==> config.mk <==
export PLATFORM = sky130hd
export DESIGN_NAME = lfsr_word_sequencer_flat
export DESIGN_NICKNAME = d
export VERILOG_FILES = /design/src/rtl/lfsr_word_sequencer_if.sv /design/src/rtl/lfsr_word_sequencer.sv /design/src/flat_wrapper.sv
export SDC_FILE = /design/constraint.sdc
export NUM_CORES = 1
export LEC_CHECK = 0
export BUFFER_PORTS_ARGS = -buffer_cell sky130_fd_sc_hd__buf_4
export CAP_MARGIN = 10
export CORE_MARGIN = 2
export CORE_UTILIZATION = 33
export DETAILED_ROUTE_END_ITERATION = 16
export RECOVER_POWER = 25
export SLEW_MARGIN = 20
export SYNTH_ARGS = -nofsm -noshare
export SYNTH_HDL_FRONTEND = slang
export SYNTH_SLANG_ARGS = --single-unit
==> constraint.sdc <==
create_clock -name clk -period 1.8 [get_ports clk]
set_input_delay 0.09 -clock clk [delete_from_list [all_inputs] [get_ports clk]]
set_output_delay 0.09 -clock clk [all_outputs]
set_load 0.02 [all_outputs]
==> src/rtl/lfsr_word_sequencer_if.sv <==
// Handshake and generator-control bundle between the LFSR word sequencer and its neighbours.
// master = sequencer side, slave = generator/downstream side.
interface lfsr_word_sequencer_if #(
    parameter int DATA_W = 8,
    parameter int STEP_W = 8
);
    logic              start;
    logic [STEP_W-1:0] steps;
    logic              lfsr_enable;
    logic              lfsr_out_enable;
    logic              lfsr_out;
    logic              lfsr_valid;
    logic [DATA_W-1:0] word_data;
    logic              word_valid;
    logic              word_ready;
    logic              busy;
    logic              err;

    modport master (
        input  start, steps, lfsr_out, lfsr_valid, word_ready,
        output lfsr_enable, lfsr_out_enable, word_data, word_valid, busy, err
    );

    modport slave (
        output start, steps, lfsr_out, lfsr_valid, word_ready,
        input  lfsr_enable, lfsr_out_enable, word_data, word_valid, busy, err
    );
endinterface

==> src/rtl/lfsr_word_sequencer.sv <==
// Steps an LFSR generator N times, unloads DATA_W serial bits LSB-first and offers the word.
// Latency: word_valid in cycle steps+DATA_W+2 after start; HOLD stalls until word_ready.
module lfsr_word_sequencer #(
    parameter int DATA_W = 8,
    parameter int STEP_W = 8
) (
    input  logic                   clk,
    input  logic                   rst,
    lfsr_word_sequencer_if.master  bus
);
    localparam int CNT_W = $clog2(DATA_W);
    localparam logic [CNT_W-1:0] LAST_BIT = CNT_W'(DATA_W - 1);

    typedef enum logic [2:0] {
        ST_IDLE,
        ST_STEP,
        ST_SHIFT,
        ST_DRAIN,
        ST_HOLD
    } state_t;

    state_t            state_q, state_d;
    logic [STEP_W-1:0] step_cnt_q, step_cnt_d;
    logic [CNT_W-1:0]  bit_cnt_q, bit_cnt_d;
    logic              out_en_d_q, out_en_d_d;
    logic [DATA_W-1:0] capture_q, capture_d;
    logic [DATA_W-1:0] word_data_q, word_data_d;
    logic              err_q, err_d;

    always_ff @(posedge clk or negedge rst) begin
        if (!rst) begin
            state_q     <= ST_IDLE;
            step_cnt_q  <= '0;
            bit_cnt_q   <= '0;
            out_en_d_q  <= 1'b0;
            capture_q   <= '0;
            word_data_q <= '0;
            err_q       <= 1'b0;
        end else begin
            state_q     <= state_d;
            step_cnt_q  <= step_cnt_d;
            bit_cnt_q   <= bit_cnt_d;
            out_en_d_q  <= out_en_d_d;
            capture_q   <= capture_d;
            word_data_q <= word_data_d;
            err_q       <= err_d;
        end
    end

    always_comb begin
        state_d     = state_q;
        step_cnt_d  = step_cnt_q;
        bit_cnt_d   = bit_cnt_q;
        capture_d   = capture_q;
        word_data_d = word_data_q;
        err_d       = err_q;
        out_en_d_d  = (state_q == ST_SHIFT);

        // The generator registers its serial bit, so sample one cycle after each unload enable.
        if (out_en_d_q) begin
            capture_d = {bus.lfsr_out, capture_q[DATA_W-1:1]};
            if (!bus.lfsr_valid) begin
                err_d = 1'b1;
            end
        end

        case (state_q)
            ST_IDLE: begin
                if (bus.start) begin
                    step_cnt_d = bus.steps;
                    bit_cnt_d  = '0;
                    capture_d  = '0;
                    err_d      = 1'b0;
                    state_d    = (bus.steps != '0) ? ST_STEP : ST_SHIFT;
                end
            end
            ST_STEP: begin
                if (step_cnt_q != '0) begin
                    step_cnt_d = step_cnt_q - 1'b1;
                end
                if (step_cnt_q <= STEP_W'(1)) begin
                    state_d = ST_SHIFT;
                end
            end
            ST_SHIFT: begin
                if (bit_cnt_q == LAST_BIT) begin
                    bit_cnt_d = '0;
                    state_d   = ST_DRAIN;
                end else begin
                    bit_cnt_d = bit_cnt_q + 1'b1;
                end
            end
            ST_DRAIN: begin
                // capture_d already holds the final sample taken on this edge.
                word_data_d = capture_d;
                state_d     = ST_HOLD;
            end
            ST_HOLD: begin
                if (bus.word_ready) begin
                    state_d = ST_IDLE;
                end
            end
            default: state_d = ST_IDLE;
        endcase
    end

    assign bus.lfsr_enable     = (state_q == ST_STEP);
    assign bus.lfsr_out_enable = (state_q == ST_SHIFT);
    assign bus.word_valid      = (state_q == ST_HOLD);
    assign bus.busy            = (state_q != ST_IDLE);
    assign bus.word_data       = word_data_q;
    assign bus.err             = err_q;
endmodule
==> src/flat_wrapper.sv <==
// flat-port wrapper written by rule: the top's interface ports become plain ports
module lfsr_word_sequencer_flat 
#(
    parameter int DATA_W = 8,
    parameter int STEP_W = 8
)
  (clk, rst, bus_start, bus_steps, bus_lfsr_out, bus_lfsr_valid, bus_word_ready, bus_lfsr_enable, bus_lfsr_out_enable, bus_word_data, bus_word_valid, bus_busy, bus_err);
  lfsr_word_sequencer_if #(.DATA_W(DATA_W), .STEP_W(STEP_W)) bus_i ();
  input  logic clk;
  input  logic rst;
  input wire logic [$bits(bus_i.start)-1:0] bus_start;
  input wire logic [$bits(bus_i.steps)-1:0] bus_steps;
  input wire logic [$bits(bus_i.lfsr_out)-1:0] bus_lfsr_out;
  input wire logic [$bits(bus_i.lfsr_valid)-1:0] bus_lfsr_valid;
  input wire logic [$bits(bus_i.word_ready)-1:0] bus_word_ready;
  output wire logic [$bits(bus_i.lfsr_enable)-1:0] bus_lfsr_enable;
  output wire logic [$bits(bus_i.lfsr_out_enable)-1:0] bus_lfsr_out_enable;
  output wire logic [$bits(bus_i.word_data)-1:0] bus_word_data;
  output wire logic [$bits(bus_i.word_valid)-1:0] bus_word_valid;
  output wire logic [$bits(bus_i.busy)-1:0] bus_busy;
  output wire logic [$bits(bus_i.err)-1:0] bus_err;
  assign bus_i.start = bus_start;
  assign bus_i.steps = bus_steps;
  assign bus_i.lfsr_out = bus_lfsr_out;
  assign bus_i.lfsr_valid = bus_lfsr_valid;
  assign bus_i.word_ready = bus_word_ready;
  assign bus_lfsr_enable = bus_i.lfsr_enable;
  assign bus_lfsr_out_enable = bus_i.lfsr_out_enable;
  assign bus_word_data = bus_i.word_data;
  assign bus_word_valid = bus_i.word_valid;
  assign bus_busy = bus_i.busy;
  assign bus_err = bus_i.err;
  lfsr_word_sequencer #(.DATA_W(DATA_W), .STEP_W(STEP_W)) u_core (.clk(clk), .rst(rst), .bus(bus_i));
endmodule
==> results_dict.tcl, run 1 <==
set metrics [dict create \
    outcome "complete, no violations" \
    hold_viol_final 0 \
    cts_tree "done" \
    final_nets 218 \
    fmax_mhz 580.3 \
    cts_buffers 5 \
    place_inst 258 \
    dp_worst_setup_slack_ps 74.25 \
    gp_congestion 0.7664 \
    startpoint_type "register" \
    drive_gt1_frac 0.3300 \
    portBuffers 26 \
    synth_seq_area_share 0.4973 \
    synth_fa_ha_area_frac 0.03885 \
    total_power_mw 3.810 \
    hold_path.class "input pin to register" \
    finClkSkew_ps 3.215 \
    regArea_um2 800.8 \
    htreeDepth 2 \
    grt_usage 0.1406 \
    drc 0 \
    grt_max_degree 33 \
    p_leak_nw 1.006 \
    end_kind "register" \
    totalWireLength_um 3421 \
    timing.final.crit_share 0.9573 \
    clkLatencyLatePin_ps 280 \
    synth_xor_area_frac 0.01088 \
    netlist_area_mm2 0.001610 \
    cts_root_buf "clkbuf_8" \
    synth_top_family_by_area "simple AND/OR/NAND/NOR gates" \
    grt_first_pass_wirelength_um 5851 \
    synth-seq-cells 32 \
    drv_slew 0 \
    ys.flop_type "dfrtp_1" \
    slowest_delay_ps 570 \
    synth_compound_area_frac 0.1461 \
    fin_ws_ps 76.79 \
    ys_types 40 \
    power_density_mw_per_mm2 1801 \
    fin_cells 267 \
    synthMuxAreaShare 0.05905 \
    hpwl_um 2610 \
    avgSynthCellArea_um2 10.46 \
    fillers 470 \
    ir_worst_vdd_v 0.0008643 \
    vias 1268 \
    clk_path_buf_depth 2 \
    period_needed_ps 1723 \
    layout-area-overhead-vs-synth_pct 31.39 \
    drtIter0Drc 27 \
    syn_inst 154 \
    crit_fanout 4 \
    async_flop_share 1.000 \
    multiInputGateArea_um2 754.5 \
    fin_tns_setup_ps 0 \
    antenna_found_initial 0 \
    initial_core_util 0.3409 \
    critPathRequiredTime_ps 1970 \
    worst_pin_slew_ps 805.3 \
    yosys.area_share.simple 0.2090 \
    clk_pin_slew_ps 70 \
    die_x_um 73.86 \
    synth_edf_count 0 \
    grt-ovfl-total 0 \
    fin_util 0.4479 \
    crit_type "register to register" \
    first_pass_iters 4 \
    max_slew_margin 0.4631 \
    maxCapViolCount 0 \
    clkSinkCount 32 \
    syn_nets 173 \
    placementRows 25 \
    core_area_mm2 0.004723 \
    critPathSlowestCell "or4_4" \
    wl_per_cell_um 12.81 \
    n_antenna_cell 0 \
    post-cts-setup-buffers 0 \
    finalSetupViolCount 0 \
    ant_nets 0 \
    viasPerCell 4.749 \
    grt_pass1_vias 1275 \
    dieArea_mm2 0.005455 \
    ys_warn_count 0 \
    die_h_um 73.86 \
    rsz0062_at_grt "no" \
    crit_chain "or4_4, o21a_4, nor2_8, mux2_4" \
    pin_count 27 \
    worst_ep_arrival_time_ps 1900 \
]
## synthesized netlist by cell type, drive strengths merged (2+ instances only)
cell type	n	area, um^2
a211o	2	17.52
a21oi	7	35.03
a22o	3	26.28
buf	5	27.53
clkbuf	2	7.510
dfrtp	32	800.8
ha	5	62.56
inv	5	18.77
mux2i	8	80.08
nand2	13	48.80
nand2b	2	12.51
nand3	4	20.02
nand3b	2	15.01
nor2	20	91.34
nor3	4	20.02
nor3b	2	15.01
nor4	5	37.53
o21ai	12	60.05
o22ai	2	12.51
or3b	3	28.78
xor2	2	17.52
## cell type report
class,instances,share of cell area
Sequential cell,32,0.3785
Tap cell,67,0.03962
Timing Repair Buffer,45,0.1597
Clock inverter,3,0.02011
Inverter,6,0.01301
Multi-Input combinational cell,109,0.3566
Clock buffer,5,0.03253
## placed cells by master, fill, tap and decap left out, types with 2 or more instances in the layout
master    netlist  layout
a211o_1         2       2
a21oi_1         7       7
a22o_1          3       3
buf_4           1      43
clkbuf_8        0       5
dfrtp_1        32      32
ha_1            5       5
inv_1           5       4
mux2i_1         8       8
nand2_1        13      13
nand2b_1        2       2
nand3_1         4       4
nand3b_1        2       2
nor2_1         19      19
nor3_1          4       4
nor4_1          4       4
o21ai_0        11      11
o22ai_1         2       2
or3b_4          1       2
xor2_1          2       2
## power by group
part / switching (mW) / internal, mW / total (mW) / leakage (nW)
logic: 0.983 / 0.923 / 1.91 / 0.534
registers: 0.216 / 0.996 / 1.21 / 0.418
clock network: 0.282 / 0.409 / 0.692 / 0.0541
total: 1.48 / 2.33 / 3.81 / 1.01
## critical path: cells and delay by family, from the launching register on
family | cells | cell delay (ps)
simple gates | 2 | 650
flops | 1 | 390
mux | 1 | 290
compound gates | 1 | 270
## final timing paths
kind | startpoint | end | slack (ps) | cells past startpoint
max | u_core.step_cnt_q[5] | u_core.step_cnt_q[1] | 80 | 4
min reg2reg | u_core.bus.word_data[3] | u_core.bus.word_data[3] | 480 | 2
min in group asynchronous | rst | u_core.bus.word_data[1] | 430 | 2
min | bus_word_ready | u_core.state_q[2] | 6 | 2
max in group asynchronous | rst | u_core.bit_cnt_q[0] | 870 | 2
max reg2reg | u_core.step_cnt_q[5] | u_core.step_cnt_q[1] | 80 | 4
## kinds of logic after synthesis
group | Yosys count
AOI/OAI and AO/OA | 34
buffers and inverters | 13
xor gates and xnor gates | 2
adders and majority gates | 5
muxes | 9
DFF | 32
and+or+nand+nor | 59
## layer usage
metal / share of wire / track usage / vias to the layer above / wire, um
li1: - / - / 639 / -
met1: 0.48 / 0.1796 / 590 / 1637
met2: 0.46 / 0.2331 / 37 / 1587
met3: 0.049 / 0.03841 / 2 / 166
met4: 0.0085 / 0.03838 / 0 / 29
met5: 0 / 0 / - / 0
## sequential cells by signal (all words and copies together), names as in the netlist
name,flops
u_core.bus.err,1
u_core.state_q,3
u_core.out_en_d_q,1
u_core.bit_cnt_q,3
u_core.step_cnt_q,8
u_core.capture_q,8
u_core.bus.word_data,8
## through the flow
| step | hold slack (ps) | cell area, um^2 |
|---|---|---|
| 2_1_floorplan | -205.6 | 1618 |
| 3_3_place_gp | 52.23 | 1997 |
| 3_5_place_dp | 55.24 | 1997 |
| 4_1_cts | 1.002 | 2118 |
| 5_1_grt | 11.22 | 2116 |
| 6_report | 5.764 | 2116 |
## what timing repair did
item,in CTS,in global routing
endpoints found under the setup margin,0,2
gates resized for setup,0,1
hold buffers,1,0
hold endpoints to repair,32,0
(Power assumes the default switching activity.)
==> run 2: changes to the inputs <==
Settings changed: ABC_CLOCK_PERIOD_IN_PS set to 1800, PLACE_DENSITY_LB_ADDON set to 0.08, RECOVER_POWER 25 to 50.
==> results_dict.tcl, run 2 (synthesized netlist as in run 1, its figures left out) <==
set metrics [dict create \
    pwr-share-clk 0.198 \
    hold_viol_final 0 \
    outcome "complete, no violations" \
    max_slew_margin 0.4495 \
    cts_tree "done" \
    total_power_mw 3.856 \
    drv_slew 0 \
    grt_max_degree 33 \
    critPathRequiredTime_ps 1970 \
    grt_usage 0.1444 \
    grt_pass1_vias 1274 \
    p_leak_nw 1.001 \
    seqPwrFrac 0.313 \
    n_antenna_cell 0 \
    p_comb_frac 0.489 \
    end_kind "register" \
    cts_root_buf "clkbuf_8" \
    fin_util 0.4501 \
    cts_buffers 5 \
    finalSetupViolCount 0 \
    final_cell_mix "buf_4, dfrtp_1, nor2_1" \
    dp_worst_setup_slack_ps 37.02 \
    vias 1263 \
    finClkSkew_ps 7.174 \
    final_common_cell "buf_4" \
    place_inst 258 \
    drc 0 \
    drtIter0Drc 24 \
    ant_nets 0 \
    initial_core_util 0.3409 \
    internal_power_mw 2.387 \
    dieArea_mm2 0.005455 \
    period_needed_ps 1729 \
    hpwl_um 2550 \
    crit_fanout 5 \
    maxCapViolCount 0 \
    wl_per_cell_um 12.77 \
    crit_type "register to register" \
    totalWireLength_um 3435 \
    use_met3 0.04252 \
    layout-area-overhead-vs-synth_pct 32.01 \
    worst_ep_arrival_time_ps 1900 \
    power_density_mw_per_mm2 1814 \
    fin_ws_ps 71.49 \
    timing.final.crit_share 0.9603 \
    final_nets 220 \
    portBuffers 26 \
    die_h_um 73.86 \
    htreeDepth 2 \
    placementRows 25 \
    clkSinkCount 32 \
    p_sw_frac 0.3809 \
    worst_pin_slew_ps 825.8 \
    p_sw_mw 1.469 \
    grtUsageMet2 0.2361 \
    ir_worst_vdd_v 0.0007395 \
    first_pass_iters 4 \
    ff2ff_path_depth 6 \
    clkLatencyLatePin_ps 290 \
    grt-ovfl-total 0 \
    core_area_mm2 0.004723 \
    fin_cells 269 \
    gp_congestion 0.7974 \
    startpoint_type "register" \
    die_x_um 73.86 \
    antenna_found_initial 0 \
    grt_busiest_layer "met2" \
    use_met1 0.1705 \
    fmax_mhz 578.5 \
    clk_path_buf_depth 2 \
    viasPerCell 4.695 \
    hold_path.class "input pin to register" \
    pin_count 27 \
    clk_pin_slew_ps 70 \
    rsz0062_at_grt "no" \
    drive_gt1_frac 0.3069 \
    grt_first_pass_wirelength_um 5816 \
    fin_tns_setup_ps 0 \
    hold_path_depth 3 \
]
==> run 2: worst max-delay path, cell delays in order, from the launching register on <==
cell	delay [ps]
dfrtp_1	450
or3b_4	460
clkinv_4	60
o21a_4	160
nor2_8	40
buf_4	150
a211o_1	290
==> run 2: final timing paths <==
check / startpoint / endpoint / slack, ps
worst max-delay path: u_core.state_q[0] / u_core.step_cnt_q[4] / 70
worst min-delay path: bus_steps[6] / u_core.step_cnt_q[6] / 10
worst max register to register: u_core.state_q[0] / u_core.step_cnt_q[4] / 70
worst min register to register: u_core.bus.word_data[3] / u_core.bus.word_data[3] / 480
max in group asynchronous: rst / u_core.capture_q[7] / 850
min in group asynchronous: rst / u_core.step_cnt_q[0] / 430
==> run 2: stage by stage <==
stage	area [um^2]	hold slack (ps)
after detailed placement	1997	61.24
after global placement	1997	53.86
after global routing	2126	39.13
after floorplan	1618	-205.6
final	2126	14.21
after CTS	2143	8.158
==> run 2: layout make-up <==
cell class                 instances  area (um^2)
sequential                        32        800.8
multi-input combinational        109        754.5
clock inverter                     1        30.03
fill                             450         2597
clock buffer                       7        96.34
timing repair buffer              47        332.8
inverter                           6        27.53
tap                               67        83.83
==> run 2: metal layers <==
metal | vias to the layer above | routed length [um]
met5 | - | 0
li1 | 644 | -
met3 | 10 | 108
met4 | 0 | 90
met2 | 24 | 1651
met1 | 585 | 1585
==> run 2: timing repair <==
| item | 4_1_cts | 5_1_grt |
|---|---|---|
| hold endpoints to repair | 33 | 0 |
| endpoints found under the setup margin | 0 | 2 |
| hold buffers | 2 | 0 |
| buffers inserted | 0 | 1 |
| gates resized for setup | 0 | 2 |
==> run 2: power groups by stage <==
| stage | Sequential [mW] | Clock (mW) | Combinational (mW) |
|---|---|---|---|
| finish | 1.21 | 0.764 | 1.89 |
| global route | 1.26 | 0.822 | 2.09 |
| CTS | 1.21 | 0.786 | 1.92 |
| floorplan | 1.26 | 0 | 1.17 |
| global placement | 1.22 | 0 | 1.91 |
| detailed placement | 1.23 | 0 | 1.92 |
==> run 3: changes to the inputs <==
Settings changed: CELL_PAD_IN_SITES_DETAIL_PLACEMENT set to 2, CELL_PAD_IN_SITES_GLOBAL_PLACEMENT set to 2, CORE_UTILIZATION 33 to 32, GPL_TIMING_DRIVEN set to 0.
==> results_dict.tcl, run 3 (synthesized netlist as in run 1, its figures left out) <==
set metrics [dict create \
    startpoint "u_core.step_cnt_q[1]" \
    end_kind "register" \
    final_nets 226 \
    ff2ff_path_depth 6 \
    fin_util 0.4604 \
    drv_slew 0 \
    wl_per_cell_um 17.80 \
    grt-ovfl-total 0 \
    maxCapViolCount 0 \
    die_x_um 74.94 \
    worst_pin_slew_ps 843.5 \
    hold_path_depth 3 \
    pin_count 27 \
    antenna_found_initial 0 \
    ir_worst_vdd_v 0.0006912 \
    gp_congestion 0.8335 \
    cts_root_buf "clkbuf_8" \
    fillers 509 \
    die_h_um 74.94 \
    placementRows 25 \
    startpoint_type "register" \
    hold_viol_final 0 \
    clk_pin_slew_ps 80 \
    worst_ep_arrival_time_ps 2080 \
    whs_ps 26.40 \
    crit_type "register to register" \
    power_density_mw_per_mm2 1882 \
    portBuffers 26 \
    cts_tree "done" \
    layout-area-overhead-vs-synth_pct 36.83 \
    critPathRequiredTime_ps 1990 \
    fmax_mhz 529.2 \
    finClkSkew_ps 6.867 \
    r2r_start "u_core.step_cnt_q[1]" \
    cp.buffers_inverters 1 \
    finalSetupViolCount 3 \
    totalWireLength_um 4896 \
    place_inst 247 \
    crit_chain "inv_2, ha_2, or3b_4, o21a_4, nor2_8, mux2_4" \
    worstReg2RegEnd "u_core.step_cnt_q[1]" \
    drtIter0Drc 50 \
    critical-path-top-delay-family "simple AND/OR/NAND/NOR gates" \
    viasPerCell 5.069 \
    failed_checks "negative setup slack" \
    p_leak_nw 1.024 \
    crit_cells 6 \
    first_pass_iters 4 \
    n_antenna_cell 0 \
    max_slew_margin 0.4377 \
    crit_fanout 4 \
    vias 1394 \
    cp-endpoint "u_core.step_cnt_q[1]" \
    fin_cells 275 \
    drc 0 \
    dieArea_mm2 0.005615 \
    grt_first_pass_wirelength_um 7210 \
    ant_nets 0 \
    clkSinkCount 32 \
    clk_path_buf_depth 2 \
    period_needed_ps 1890 \
    fin_ws_ps -89.58 \
    hpwl_um 3175 \
    grt_pass1_vias 1429 \
    critPathSlowestCell "dfrtp_1" \
    htreeDepth 2 \
    slowest_delay_ps 430 \
    grt_usage 0.1775 \
    grt_max_degree 33 \
    multiInputGateArea_um2 785.8 \
    hold_path.class "input pin to register" \
    regArea_um2 805.8 \
    fin_tns_setup_ps -150.8 \
    final_common_cell "buf_4" \
    rrSetupSlack_ps -90 \
    clkLatencyLatePin_ps 300 \
    cts_buffers 5 \
    core_area_mm2 0.004786 \
    final_cell_mix "buf_4, dfrtp_1, nor2_1" \
    outcome "finished, violations left" \
    rsz0062_at_grt "yes" \
    initial_core_util 0.3365 \
    timing.final.crit_share 1.050 \
    drive_gt1_frac 0.3606 \
]
run 3: cell types whose count changed in the layout (fill, tap and decap cells not counted), moves of 2 or more:
cell      previous run  this run
buf_2                0         2
buf_4               38        40
clkbuf_8             7         5
dfrtp_1             32        28
dfrtp_2              0         4
ha_1                 5         3
run 3: power breakdown:
part	switching [mW]	internal, mW
logic	1.13	1.03
clock network	0.298	0.409
registers	0.271	1.00
total	1.70	2.45
run 3: worst min-delay path by stage:
stage / startpoint / end / slack (ps)
6_report: bus_steps[6] / u_core.step_cnt_q[6] / 30
5_1_grt: bus_steps[6] / u_core.step_cnt_q[6] / 60
4_1_cts: bus_steps[6] / u_core.step_cnt_q[6] / 20
3_5_place_dp: rst / u_core.capture_q[0] / 60
3_3_place_gp: rst / u_core.bus.word_data[0] / 60
2_1_floorplan: rst / u_core.bit_cnt_q[0] / -210
run 3: final cells by class:
class                           instances  share of cell area
Tap cell                               67             0.03805
Multi-Input combinational cell        109              0.3566
Clock buffer                            5             0.03123
Inverter                                6             0.01249
Buffer                                  6             0.01647
Timing Repair Buffer                   47              0.1601
Clock inverter                          3             0.01931
Sequential cell                        32              0.3657
run 3: repair_timing:
item,4_1_cts,5_1_grt
hold buffers,2,0
endpoints found under the hold margin,33,0
endpoints found under the setup margin,14,4
gates resized for setup,3,12
setup buffers,6,13
pin swaps,1,4
run 3: worst register-to-register path, stage by stage (launching register included):
cell and delay [ps]:
dfrtp_1 430, inv_2 100, ha_2 170, or3b_4 400
o21a_4 240, nor2_8 140, mux2_4 300
run 3: per-stage QoR:
stage	worst slack, ps	area, um^2	total power [mW]
floorplan	66.35	1618	2.429
global placement	-46.53	1897	2.928
detailed placement	-97.19	1897	3.022
CTS	-65.96	2076	3.826
global route	-142.0	2203	4.450
finish	-89.58	2203	4.147
run 3: per-layer routing:
layer | share of wire | global-route usage
met4 | 0.016 | 0.06548
met5 | 0 | 0
met2 | 0.53 | 0.3031
met3 | 0.031 | 0.05221
met1 | 0.42 | 0.2112
